`src/rtl/cofre_pkg.sv`:
```
// Shared definitions for the code-lock controller.
//   estado_t      : controller state enumeration
//   DIG_W         : width of one BCD digit
//   N_RESET       : number of digits in the power-up code
//   CODIGO_RESET  : power-up code, digit 0 in the least significant nibble
//   codigo_reset_dig(i) : power-up value of digit i (0 beyond N_RESET)
package cofre_pkg;

  localparam int DIG_W   = 4;
  localparam int N_RESET = 6;

  // 5,9,0,9,8,1 with index 0 first (lowest nibble)
  localparam logic [N_RESET*DIG_W-1:0] CODIGO_RESET =
    {4'd1, 4'd8, 4'd9, 4'd0, 4'd9, 4'd5};

  typedef enum logic [2:0] {
    OCIOSO,
    ENTRADA,
    ABERTO,
    PROGRAMA,
    BLOQUEIO
  } estado_t;

  function automatic logic [DIG_W-1:0] codigo_reset_dig(input int i);
    if (i < N_RESET) return CODIGO_RESET[i*DIG_W +: DIG_W];
    return '0;
  endfunction

endpackage

```
`src/rtl/pulso_borda.sv`:
```
// Rising-edge detector for a level input.
//   clk   : system clock
//   reset : asynchronous active-low reset (history cleared to 0)
//   sinal : level input
//   borda : high in the cycle where sinal=1 and sinal was 0 the cycle before
module pulso_borda (
  input  logic clk,
  input  logic reset,
  input  logic sinal,
  output logic borda
);

  logic sinal_q;

  always_ff @(posedge clk or negedge reset) begin
    if (!reset) sinal_q <= 1'b0;
    else        sinal_q <= sinal;
  end

  assign borda = sinal & ~sinal_q;

endmodule

```
`src/rtl/cofre_ctrl.sv`:
```
// Digital code lock controller.
//   clk        : system clock
//   reset      : asynchronous active-low reset
//   insere     : digit key (level); one digit per rising transition
//   numero     : BCD digit presented with insere
//   programa   : request code reprogramming while open
//   aberto     : lock open (registered)
//   bloqueado  : lockout active (registered)
//   erro       : one-cycle pulse on wrong entry or rejected digit
//   indice     : digits accepted in the current entry/programming pass
//   tentativas : wrong entries since last success or lockout end (saturating)
//
// state    | meaning
// OCIOSO   | idle, waiting for first digit
// ENTRADA  | collecting digits, mismatch remembered until the last one
// ABERTO   | open window, programa moves to PROGRAMA
// PROGRAMA | writing a new code digit by digit, lock stays open
// BLOQUEIO | lockout, key ignored until timer expires
module cofre_ctrl
  import cofre_pkg::*;
#(
  parameter int N_DIG     = 6,
  parameter int MAX_ERROS = 3,
  parameter int T_BLOQ    = 16,
  parameter int T_ABERTO  = 8
) (
  input  logic       clk,
  input  logic       reset,
  input  logic       insere,
  input  logic [3:0] numero,
  input  logic       programa,
  output logic       aberto,
  output logic       bloqueado,
  output logic       erro,
  output logic [2:0] indice,
  output logic [1:0] tentativas
);

  localparam int TA_W = (T_ABERTO > 1) ? $clog2(T_ABERTO) : 1;
  localparam int TB_W = (T_BLOQ > 1) ? $clog2(T_BLOQ) : 1;
  localparam logic [TA_W-1:0] TA_INI = TA_W'(T_ABERTO - 1);
  localparam logic [TB_W-1:0] TB_INI = TB_W'(T_BLOQ - 1);
  localparam logic [2:0] ULTIMO = 3'(N_DIG - 1);
  localparam logic [2:0] MAX_E  = 3'(MAX_ERROS);

  estado_t estado_q, estado_d;
  logic [N_DIG-1:0][DIG_W-1:0] code_q, code_d;
  logic [TA_W-1:0] timer_a_q, timer_a_d;
  logic [TB_W-1:0] timer_b_q, timer_b_d;
  logic mismatch_q, mismatch_d;
  logic aberto_d, bloqueado_d, erro_d;
  logic [2:0] indice_d;
  logic [1:0] tent_d, tent_inc;
  logic digito, erra, trava;

  pulso_borda u_borda (
    .clk   (clk),
    .reset (reset),
    .sinal (insere),
    .borda (digito)
  );

  assign tent_inc = (tentativas == 2'd3) ? 2'd3 : tentativas + 2'd1;
  assign trava    = ({1'b0, tentativas} + 3'd1) >= MAX_E;
  // Mismatch of the current digit, folded with what was seen earlier in this entry
  assign erra = ((estado_q == ENTRADA) && mismatch_q) || (numero > 4'd9) ||
                (numero != code_q[indice]);

  always_comb begin
    estado_d     = estado_q;
    code_d       = code_q;
    timer_a_d    = timer_a_q;
    timer_b_d    = timer_b_q;
    mismatch_d   = mismatch_q;
    aberto_d     = aberto;
    bloqueado_d  = bloqueado;
    erro_d       = 1'b0;
    indice_d     = indice;
    tent_d       = tentativas;
    case (estado_q)
      OCIOSO, ENTRADA: begin
        if (digito) begin
          if (indice == ULTIMO) begin
            indice_d   = 3'd0;
            mismatch_d = 1'b0;
            if (!erra) begin
              estado_d  = ABERTO;
              aberto_d  = 1'b1;
              tent_d    = 2'd0;
              timer_a_d = TA_INI;
            end else begin
              erro_d = 1'b1;
              tent_d = tent_inc;
              if (trava) begin
                estado_d    = BLOQUEIO;
                bloqueado_d = 1'b1;
                timer_b_d   = TB_INI;
              end else begin
                estado_d = OCIOSO;
              end
            end
          end else begin
            indice_d   = indice + 3'd1;
            mismatch_d = erra;
            estado_d   = ENTRADA;
          end
        end
      end
      ABERTO: begin
        // programa wins over window expiry; digits here are ignored
        if (programa) begin
          estado_d = PROGRAMA;
          indice_d = 3'd0;
        end else if (timer_a_q == '0) begin
          estado_d = OCIOSO;
          aberto_d = 1'b0;
        end else begin
          timer_a_d = timer_a_q - TA_W'(1);
        end
      end
      PROGRAMA: begin
        if (digito) begin
          if (numero > 4'd9) begin
            erro_d = 1'b1;
          end else begin
            code_d[indice] = numero;
            if (indice == ULTIMO) begin
              estado_d = OCIOSO;
              aberto_d = 1'b0;
              indice_d = 3'd0;
            end else begin
              indice_d = indice + 3'd1;
            end
          end
        end
      end
      BLOQUEIO: begin
        if (timer_b_q == '0) begin
          estado_d    = OCIOSO;
          bloqueado_d = 1'b0;
          tent_d      = 2'd0;
        end else begin
          timer_b_d = timer_b_q - TB_W'(1);
        end
      end
      default: begin
        estado_d = OCIOSO;
      end
    endcase
  end

  always_ff @(posedge clk or negedge reset) begin
    if (!reset) begin
      estado_q   <= OCIOSO;
      for (int i = 0; i < N_DIG; i++) code_q[i] <= codigo_reset_dig(i);
      timer_a_q  <= '0;
      timer_b_q  <= '0;
      mismatch_q <= 1'b0;
      aberto     <= 1'b0;
      bloqueado  <= 1'b0;
      erro       <= 1'b0;
      indice     <= 3'd0;
      tentativas <= 2'd0;
    end else begin
      estado_q   <= estado_d;
      code_q     <= code_d;
      timer_a_q  <= timer_a_d;
      timer_b_q  <= timer_b_d;
      mismatch_q <= mismatch_d;
      aberto     <= aberto_d;
      bloqueado  <= bloqueado_d;
      erro       <= erro_d;
      indice     <= indice_d;
      tentativas <= tent_d;
    end
  end

endmodule

```
`config.mk`:
```
export PLATFORM = sky130hd
export DESIGN_NAME = cofre_ctrl
export DESIGN_NICKNAME = d
export VERILOG_FILES = /design/src/rtl/cofre_pkg.sv /design/src/rtl/pulso_borda.sv /design/src/rtl/cofre_ctrl.sv
export SDC_FILE = /design/constraint.sdc
export NUM_CORES = 1
export LEC_CHECK = 0
export CORE_ASPECT_RATIO = 0.5
export CORE_MARGIN = 2
export CORE_UTILIZATION = 45
export CTS_BUF_LIST = sky130_fd_sc_hd__clkbuf_8
export CTS_CLUSTER_DIAMETER = 80
export DETAILED_ROUTE_END_ITERATION = 16
export GPL_TIMING_DRIVEN = 0
export SYNTH_ARGS = -nofsm -noshare
export SYNTH_HDL_FRONTEND = slang
export SYNTH_HIERARCHICAL = 1
export SYNTH_SLANG_ARGS = --single-unit
```
`constraint.sdc`:
```
create_clock -name clk -period 2.9 [get_ports clk]
set_input_delay 0.58 -clock clk [delete_from_list [all_inputs] [get_ports clk]]
set_output_delay 0.58 -clock clk [all_outputs]
set_load 0.005 [all_outputs]
```
Word-level counts from Yosys, hierarchy flattened. Index checks and enable logic that the tools add are counted.

Add/sub/neg operators: 5. Magnitude comparators: 4. Equal/unequal tests: 22. Multiplexer cells: 62. Bitwise logic cells: 3. Reductions and logical operators: 20.

Operator list (count): 2-to-1 mux 3 bit (20); 2-to-1 mux 4 bit (7); != test 2 bit (second input constant) (14); bitwise mux 24 bit (1); AND reduction 6 bit (4); 2-to-1 mux 1 bit (19); binary-select mux 4 bit (select 3 bit) (1); demux 4 bit (select 3 bit) (1); one-hot mux 3 bit (4 select lines) (1); 2-to-1 mux 2 bit (5); one-hot mux 3 bit (3 select lines) (1); AND reduction 9 bit (1); one-hot mux 4 bit (2 select lines) (1); equality test 3 x 2 -> 1 bit (second input constant) (2); equality test 3 bit (second input constant) (2); logical NOT 3 bit (2); one-hot mux 3 bit (2 select lines) (1); AND reduction 5 bit (1); greater-than comparator 4 bit (second input constant) (1); logical NOT 4 bit (1); < comparator 3 x 4 -> 1 bit (second input constant) (1); != test 4 bit (1); one-hot mux 1 bit (2 select lines) (2); one-hot mux 2 bit (2 select lines) (1); other kinds (21) (25).

Register bits after elaboration: 44. Input bits: 8. Output and inout port bits: 8. Word-level logic and storage cells: 132.

Depth between registers and ports, before layout. Gate-level depths: netlist of run 1.

Word-level depth: 8. Gate-level depth with buffers: 9.

By module. Netlist of run 1, hierarchy kept.

By module, submodules not included: cofre_ctrl (instances 1, cells an instance 216, area an instance 2298.5 µm²); pulso_borda (instances 1, cells an instance 2, area an instance 38.8 µm²).

Least setup slack after synthesis of run 1. No wires, ideal clock.

Path type: register to register. From: register indice[2]. To: register timer_b_q[0]. Setup time: 0.125 ns. Arrival: 2.092 ns. Data required time: 2.775 ns. Path slack: 0.683 ns. Cell stages (with the launch flop): 10. Buffers on the path: 2. Period minus slack after synthesis: 2.217 ns. Cells stage by stage: dfrtp_1 -> buf_6 -> buf_6 -> and3b_1 -> nand2_1 -> o211ai_1 -> mux2_2 -> nor4_4 -> o21ai_2 -> mux2_4.

Longest elaborated chain between the ends: 6.

Ends and longest elaborated chain: start: declaration (line cofre_ctrl.sv:35) `output logic [2:0] indice,`; start signal: assignment (line cofre_ctrl.sv:173) `indice <= indice_d;`; binary-select mux 4 bit (select 3 bit) (line cofre_ctrl.sv:67) `(numero != code_q[indice]);`; 2-to-1 mux 4 bit (not written as such) (line cofre_ctrl.sv:67); != test 4 bit (line cofre_ctrl.sv:67); logical OR 1 bit (line cofre_ctrl.sv:66) `assign erra = ((estado_q == ENTRADA) && mismatch_q) || (numero > 4'd9) ||`; != test 2 bit (no line); AND reduction 6 bit (no line) *; end signal: assignment (line cofre_ctrl.sv:168) `timer_b_q <= timer_b_d;`; end: declaration (line cofre_ctrl.sv:49) `logic [TB_W-1:0] timer_b_q, timer_b_d;`.

Every way passes the cells marked *; elsewhere a longest branch is shown, timed or not. The select of a mux whose other input is x is not followed. A chain may end at the register's enable or synchronous reset.

Worst setup path after layout of run 1.
From: input port numero[2]. To: register code_q[6] (netlist bit).

Longest elaborated chain between the ends: 3.

Ends and longest elaborated chain: start: declaration (line cofre_ctrl.sv:30) `input logic [3:0] numero,`; greater-than comparator 4 bit (line cofre_ctrl.sv:123) `if (numero > 4'd9) begin`; inverter 1 bit (no line); AND reduction 3 bit (no line); end signal: assignment (line cofre_ctrl.sv:166) `code_q <= code_d;`; end: declaration (line cofre_ctrl.sv:47) `logic [N_DIG-1:0][DIG_W-1:0] code_q, code_d;`.

Several ways; a longest one is shown, not always the timed one.

==> summary.md, run 1 <==
- 24 — violation count after the first detailed-routing iteration
- 0.362 GHz — Achievable Freq
- 44 — clock sink count
- 0.475 — sequential cell area fraction in the yosys report
- 0 — Hold Buf Count CTS
- 0.385 — top cell type's share of synthesized area
- 106 um — die boundary width
- in2async — Hold Path Class
- indice[0] — startpoint of the worst-slack reg-to-reg timing path
- 2.95 ns — arrival time at the worst endpoint
- 0.0105 ns — final setup skew
- 0 — Post-synth EDFFs
- 16 — num ports
- 1,691 — overall via count from detail_route
- 218 — Synth Instances
- register — Critical Path Sink Type
- 4900 um — routed wire length
- 15 — count of input and output buffers
- 252 — NumNets Final
- 2 — buffer depth of the longest clock path
- 3.09 ns — Data required, critical path
- 44 — flops & latches, synth
- 0.60 ns — delay contributed by the slowest stage of the critical path
- 8 — crit path max fanout
- 8140 um — first-pass GRT wire length
- dfrtp_1 (36), mux2_2 (29), nand2_1 (22), nor2_1 (12), o21ai_0 (11) — top cells by count, synth
- clkbuf_8 — root buffer selected by CTS
- built — TritonCTS clock tree
- 5820 um2 — overall die area
- 0.817 — final weighted congestion of routability-driven global placement
- 15.7 um — detail-routed net length per standard cell
- 0 — number of inserted diodes
- 5.42 — DR vias/cell
- 455 — number of filler instances in the final layout
- 0.953 — share of the clock period used by the worst path after layout
- 229 — net count of the mapped netlist
- no — setup repair after global routing missed its margin
- 4 — count of TritonRoute iterations in the first routing pass
- 5 — number of CTS-inserted buffers
- 8 — cell depth of the worst flop-to-flop path
- 1 — buffers and inverters on the worst path
- 0 — Fin. Hold Viols
- 0 — # Max-Cap Violations
- dfrtp_1 (39%), mux2_2 (14%), dfstp_2 (9.0%) — cells taking the most area after synthesis
- simple AND/OR/NAND/NOR gates — CP delay by family, top
- dfrtp_1 — area leader, netlist
- 0.697 ns — Tightest Pin Transition
- 0.535 — worst max-slew margin expressed relative to the limit
- 0 ns — total negative slack for setup checks
- 3510 um — post-DP HPWL
- 0 — Final setup viols
- 10.7 um2 — Post-Synthesis Mean Instance Area
- 0.000324 V — largest vdd supply drop
- 0.137 ns — post-route worst setup slack
- finished, final reports clean — run status
- 304 — DP Cell Count
- 0 — drc violations
- 18 — placement row count
- 4950 um2 — floorplan core area
- 0 — total global routing overflow
- dfrtp_1 — most frequent cell after synthesis
- 0 — Max Slew Vio Count
- 0.432 — Seq pwr share
- timer_b_q[0] — worst flop-to-flop path endpoint
- 312 — non-filler instance count after layout
- 0.00118 uW — leakage power of the design
- 17.0% — layout-stage area growth over the synthesis result
- 0 — antenna-violating nets left
- 0.314 — clock network fraction of design power
- 1160 uW — cell-internal power
- 2 — number of H-tree branching levels
- in2reg — start-to-end type of the worst setup path
- 0.472 — Initial Utilization
- 0.30 ns — clk_lat worst skew
- 482 uW — power spent charging and discharging nets
- primary input — kind of start point of the critical path
- 0.36 ns — internal reg-to-reg setup slack
- 1.00 — async set or reset register ratio after synthesis
- 2340 um2 — total standard cell area after synthesis
- 0.185 — overall fraction of global-route tracks in use
- 0.232 ns — tightest hold margin
- 26 — largest net degree at the start of global routing
- 1,598 — vias in the first global route
- -0.660 ns — post-placement worst setup slack
- 55.0 um — Die H
- 0 — antenna violations before repair
- 0.254 — combinational group share of total power
- nor4b_2 — cell at the slowest stage of the critical path
- 2.76 ns — clock period minus final worst setup slack
- clkdlybuf4s50_1 > o21ai_1 > nand3_1 > nor4b_2 > mux2_2 — cells traversed along the worst timing path
- 0.264 — fraction of layout instances using a drive strength above 1
- 6 — synthesis warning total
- 44 — Synth cell types
- 0 — buffers inserted during post-CTS setup optimization
- 0.08 ns — Clock transition at path regs
- 0.293 — switching share of power
- dfrtp_1 — dominant register cell in the synthesized netlist
- 600 nW/um2 — power density over the cells
## metal layers
layer  part of all wire  vias up  routed length, um  global-route usage
met2               0.44       13               2150               0.300
met1               0.52      834               2570               0.260
li1                   -      839                  -                   -
met4             0.0069        0                 34              0.0329
met5                  0        -                  0                   0
met3              0.030        5                145              0.0457
## through the flow
step	total power, uW	instance area (um2)	utilization
2_1_floorplan	964	2340	-
3_3_place_gp	1120	2570	0.520
3_5_place_dp	1130	2590	0.523
4_1_cts	1650	2730	0.551
5_1_grt	1730	2740	0.552
6_report	1640	2740	0.552
## cells by family after synthesis
logic type,count (synthesis),synth area share
AOI/OAI and AO/OA,44,0.122
xor gates and xnor gates,4,0.0150
DFF,44,0.475
muxes,32,0.157
adders and majority gates,3,0.0161
and+or+nand+nor,73,0.177
buffers and inverters,18,0.0380
## power by group through the flow
stage / Sequential (uW) / Combinational, uW / Clock (uW)
floorplan: 713 / 252 / 0
global placement: 720 / 399 / 0
detailed placement: 722 / 410 / 0
CTS: 711 / 416 / 525
global route: 719 / 457 / 552
finish: 710 / 417 / 516
## placed cells by master, fill, tap and decap left out, drive strengths merged
cell,synthesis,layout
a211oi,1,1
a21o,1,1
a21oi,8,8
a22o,2,2
a2bb2oi,2,2
a31oi,6,6
and2,1,1
and3,2,2
and3b,2,2
buf,6,8
bufinv,0,1
clkbuf,3,10
clkdlybuf4s50,0,14
dfrtp,36,36
dfstp,8,8
ha,3,3
inv,9,9
mux2,31,31
mux2i,1,1
nand2,22,22
nand2b,1,1
nand3,6,6
nand3b,2,2
nor2,12,12
nor2b,3,3
nor3,6,6
nor3b,6,6
nor4,2,2
nor4b,2,2
nor4bb,4,4
o211ai,5,5
o21a,2,2
o21ai,12,12
o22ai,2,2
o31ai,3,3
or2,1,1
or3,1,1
xnor2,2,2
xor2,2,2
## worst max path at each step
stage | start | end | slack, ns | depth (start not counted)
detailed placement | numero[2] | code_q[6] | -0.66 | 5
CTS | numero[2] | code_q[3] | 0.07 | 5
floorplan | indice[2] | timer_b_q[0] | 0.68 | 9
global placement | numero[2] | code_q[6] | -0.59 | 5
global route | numero[1] | code_q[6] | 0.03 | 5
finish | numero[2] | code_q[6] | 0.14 | 5
## registers in the layout (all words and copies together) (netlist names), 2 cells and up
register / count
indice: 3
tentativas: 2
timer_b_q: 4
estado_q: 3
timer_a_q: 3
code_q: 24
## worst reg2reg max path: stages (launching register included)
cell,delay [ns]
dfrtp_1,0.45
buf_2,0.22
nor3b_1,0.22
a21oi_1,0.08
o211ai_1,0.19
mux2_2,0.38
nor4_4,0.42
o21ai_2,0.19
mux2_4,0.28
## area by class of cell
class | instances | area (um2) | share of cell area
Timing Repair Buffer | 16 | 165 | 0.0604
Buffer | 9 | 55.1 | 0.0201
Clock buffer | 7 | 96.3 | 0.0352
Tap cell | 70 | 87.6 | 0.0320
Multi-Input combinational cell | 156 | 1160 | 0.423
Clock inverter | 1 | 30.0 | 0.0110
Inverter | 9 | 33.8 | 0.0124
Sequential cell | 44 | 1110 | 0.406
## repair_timing
| action | in CTS | in global routing |
|---|---|---|
| pin swaps | 0 | 0 |
| endpoints found under the setup margin | 12 | 4 |
| gates resized for setup | 3 | 1 |
Power figures use the tool's default switching activity.
==> run 2, diff against run 1 <==
- SYNTH_HIERARCHICAL: 1 -> unset
==> summary.md, run 2 <==
- finished, final reports clean — run status
- dfrtp_1 — area leader, netlist
- 38 — largest net degree at the start of global routing, +46%
- 44 — flops & latches, synth, unchanged
- 1.00 — async set or reset register ratio after synthesis, unchanged
- 0 — Post-synth EDFFs, unchanged
- 12.7% — layout-stage area growth over the synthesis result
- 0.897 — share of the clock period used by the worst path after layout, -0.0561
- dfrtp_1 (36), mux2_2 (27), nand2_1 (17) — leading cell types in the layout, fill and taps excluded
- 0 — total global routing overflow, unchanged
- 44 — clock sink count, unchanged
- 0 — Max Slew Vio Count, unchanged
- clkbuf_8 — root buffer selected by CTS
- 0.000321 V — largest vdd supply drop, -0.85%
- 24 — max reg flops, unchanged
- 0 ns — total negative slack for setup checks, unchanged
- 1,625 — vias in the first global route, +1.7%
- 0.30 ns — clk_lat worst skew, about the same
- in2async — Hold Path Class
- 0.474 — Initial Utilization, +0.00214
- 0.534 — post-layout util, -0.0178
- 0 — drc violations, unchanged
- 18 — placement row count, unchanged
- 0.255 — combinational group share of total power, about the same
- 0.793 ns — Tightest Pin Transition, +0.0970 ns
- 0.482 — Seq pwr share, +0.050
- 219 — Synth Instances, +0.46%
- 8240 um — first-pass GRT wire length, +1.3%
- code_q — largest register by flop count
- 0 — antenna violations before repair, unchanged
- code_q (24), timer_b_q (4) — Largest regs
- register — kind of start point of the critical path
- 0.264 — clock network fraction of design power, -0.050
- 55.2 um — Die H, +0.42%
- built — TritonCTS clock tree
- no — setup repair after global routing missed its margin
- 3590 um — post-DP HPWL, +2.3%
- reg2reg — start-to-end type of the worst setup path
- 2 — number of H-tree branching levels, unchanged
- dfrtp_1 — most frequent cell after synthesis
- 0.00116 uW — leakage power of the design, -1.4%
- 5 — number of CTS-inserted buffers, unchanged
- 0 — buffers inserted during post-CTS setup optimization, unchanged
- mux2_4 — Most Frequent Cell on Critical Path
- register — Critical Path Sink Type
- 230 — net count of the mapped netlist, +0.44%
- 551 nW/um2 — power density over the cells, -8.2%
- 0 — antenna-violating nets left, unchanged
- 2.60 ns — clock period minus final worst setup slack, -0.163 ns
- 249 — NumNets Final, -1.2%
- 16.3 um — detail-routed net length per standard cell, +3.7%
- 0.08 ns — Clock transition at path regs, about the same
- nor4_4 — cell at the slowest stage of the critical path
- 16 — num ports, unchanged
- 5.47 — DR vias/cell, +0.85%
- 3.09 ns — Data required, critical path, about the same
- 0 — synthesis warning total, -6
- 46 — Synth cell types, +4.5%
- 0 — # Max-Cap Violations, unchanged
- 24 — violation count after the first detailed-routing iteration, unchanged
- 5030 um — routed wire length, +2.7%
- 0.471 — sequential cell area fraction in the yosys report, -0.00429
- 0 — post-CTS sizing, -3
- 10.8 um2 — Post-Synthesis Mean Instance Area, +0.45%
- 0.382 — top cell type's share of synthesized area, -0.00348
- 4 — count of TritonRoute iterations in the first routing pass, unchanged
- 0 — Final setup viols, unchanged
- 1000 uW — cell-internal power, -14%
- buf_2 > nor3b_1 > a21oi_1 > o211ai_1 > mux2_4 > nor4_4 > o21ai_2 > mux2_4 — cells traversed along the worst timing path
- dfrtp_1 (36), mux2_2 (27), nand2_1 (17), nor2_1 (16), clkbuf_1 (12) — top cells by count, synth
- 10 — crit path max fanout, +2
- 2360 um2 — total standard cell area after synthesis, +0.91%
- dfrtp_1 (38%), mux2_2 (13%), dfstp_2 (8.9%) — cells taking the most area after synthesis
- dfrtp_1 — dominant register cell in the synthesized netlist
- 0 — number of inserted diodes, unchanged
- 106 um — die boundary width, +0.43%
- 0.218 — fraction of layout instances using a drive strength above 1, -0.0469
- 465 uW — power spent charging and discharging nets, -3.6%
- 0 — Hold Buf Count CTS, unchanged
- 2 — buffer depth of the longest clock path, unchanged
- 2.79 ns — arrival time at the worst endpoint, -0.16 ns
- dfrtp_1 — most common cell after layout, fill and taps aside
- 0.317 — switching share of power, +0.0235
- 0.776 — final weighted congestion of routability-driven global placement, -5.0%
- 11 — count of input and output buffers, -4
- 0.00981 ns — final setup skew, -0.000692 ns
- 1,689 — overall via count from detail_route, -0.12%
- 5870 um2 — overall die area, +0.85%
- 0.53 ns — delay contributed by the slowest stage of the critical path, -0.07 ns
- 0.385 GHz — Achievable Freq, +6.3%
- 4980 um2 — floorplan core area, +0.45%
- 0.470 — worst max-slew margin expressed relative to the limit, -0.0648
- 0.188 — overall fraction of global-route tracks in use, +0.00282
- 0 — Fin. Hold Viols, unchanged
[run 2: cell types whose count changed in the layout (fill, tap and decap cells not counted), moves of 5 or more]
cell	previous run	this run
clkbuf_1	2	12
o21ai_0	10	3
nand2_1	22	17
nand3_1	6	1
[run 2: kinds of logic (layout without fill, tap and decap cells)]
logic type	count (synthesis)	in the layout	synth area share
simple gates	71	71	0.168
xor+xnor	5	5	0.0186
buf+inv	20	40	0.0361
compound gates	43	43	0.130
flops	44	44	0.471
fa+ha+maj	3	3	0.0159
mux	33	33	0.160
[run 2: cell type report]
type                    instances  area (um2)
well taps                      70        87.6
repair buffers                 12         125
inverters                       5        18.8
multi-input cells             155        1160
flip-flops and latches         44        1110
clock buffers                   5        68.8
fillers                       430        2320
plain buffers                  15        66.3
clock inverters                 3        18.8
[run 2: per-layer routing]
layer / routed length, um / vias up / GRT usage
met5: 0 / - / 0
met4: 44 / 0 / 0.0592
met3: 128 / 5 / 0.0422
met2: 2250 / 20 / 0.308
met1: 2600 / 834 / 0.255
li1: - / 830 / -
[run 2: path summary, 6_finish.rpt]
check,from,to,slack (ns),depth (start not counted)
setup / recovery,indice[0],timer_b_q[1],0.30,8
hold / removal,reset,tentativas[1],0.11,1
max in group asynchronous,reset,code_q[7],2.28,2
min in group clk,mismatch_q,mismatch_q,0.49,2
hold reg to reg,mismatch_q,mismatch_q,0.49,2
setup reg to reg,indice[0],timer_b_q[1],0.30,8
[run 2: power groups by stage]
stage / Combinational (uW) / Clock [uW] / Sequential (uW)
CTS: 373 / 397 / 705
finish: 373 / 387 / 706
global placement: 363 / 0 / 715
detailed placement: 370 / 0 / 717
floorplan: 232 / 0 / 709
global route: 411 / 429 / 712
[run 2: critical path: cells and delay by family, from the launching register on]
kind,cells,cell delay [ns]
simple gates,2,0.73
mux,2,0.65
compound gates,3,0.48
flops,1,0.43
buf+inv,1,0.20
[run 2: metrics by stage]
stage               total power (uW)  instances  area (um2)  setup slack, ns  hold slack [ns]
floorplan                        941        219        2360            0.471            0.284
global placement                1080        300        2560           0.0546            0.467
detailed placement              1090        301        2570           0.0304            0.438
CTS                             1470        309        2660            0.312            0.113
global route                    1550        309        2660            0.151            0.108
finish                          1470        309        2660            0.300            0.113
==> run 3, diff against run 2 <==
- PLACE_DENSITY: unset -> 0.6
- SETUP_SLACK_MARGIN: unset -> 0.05
==> results of run 3 <==
Final layout, timing and power as in run 2 (identical DEF).
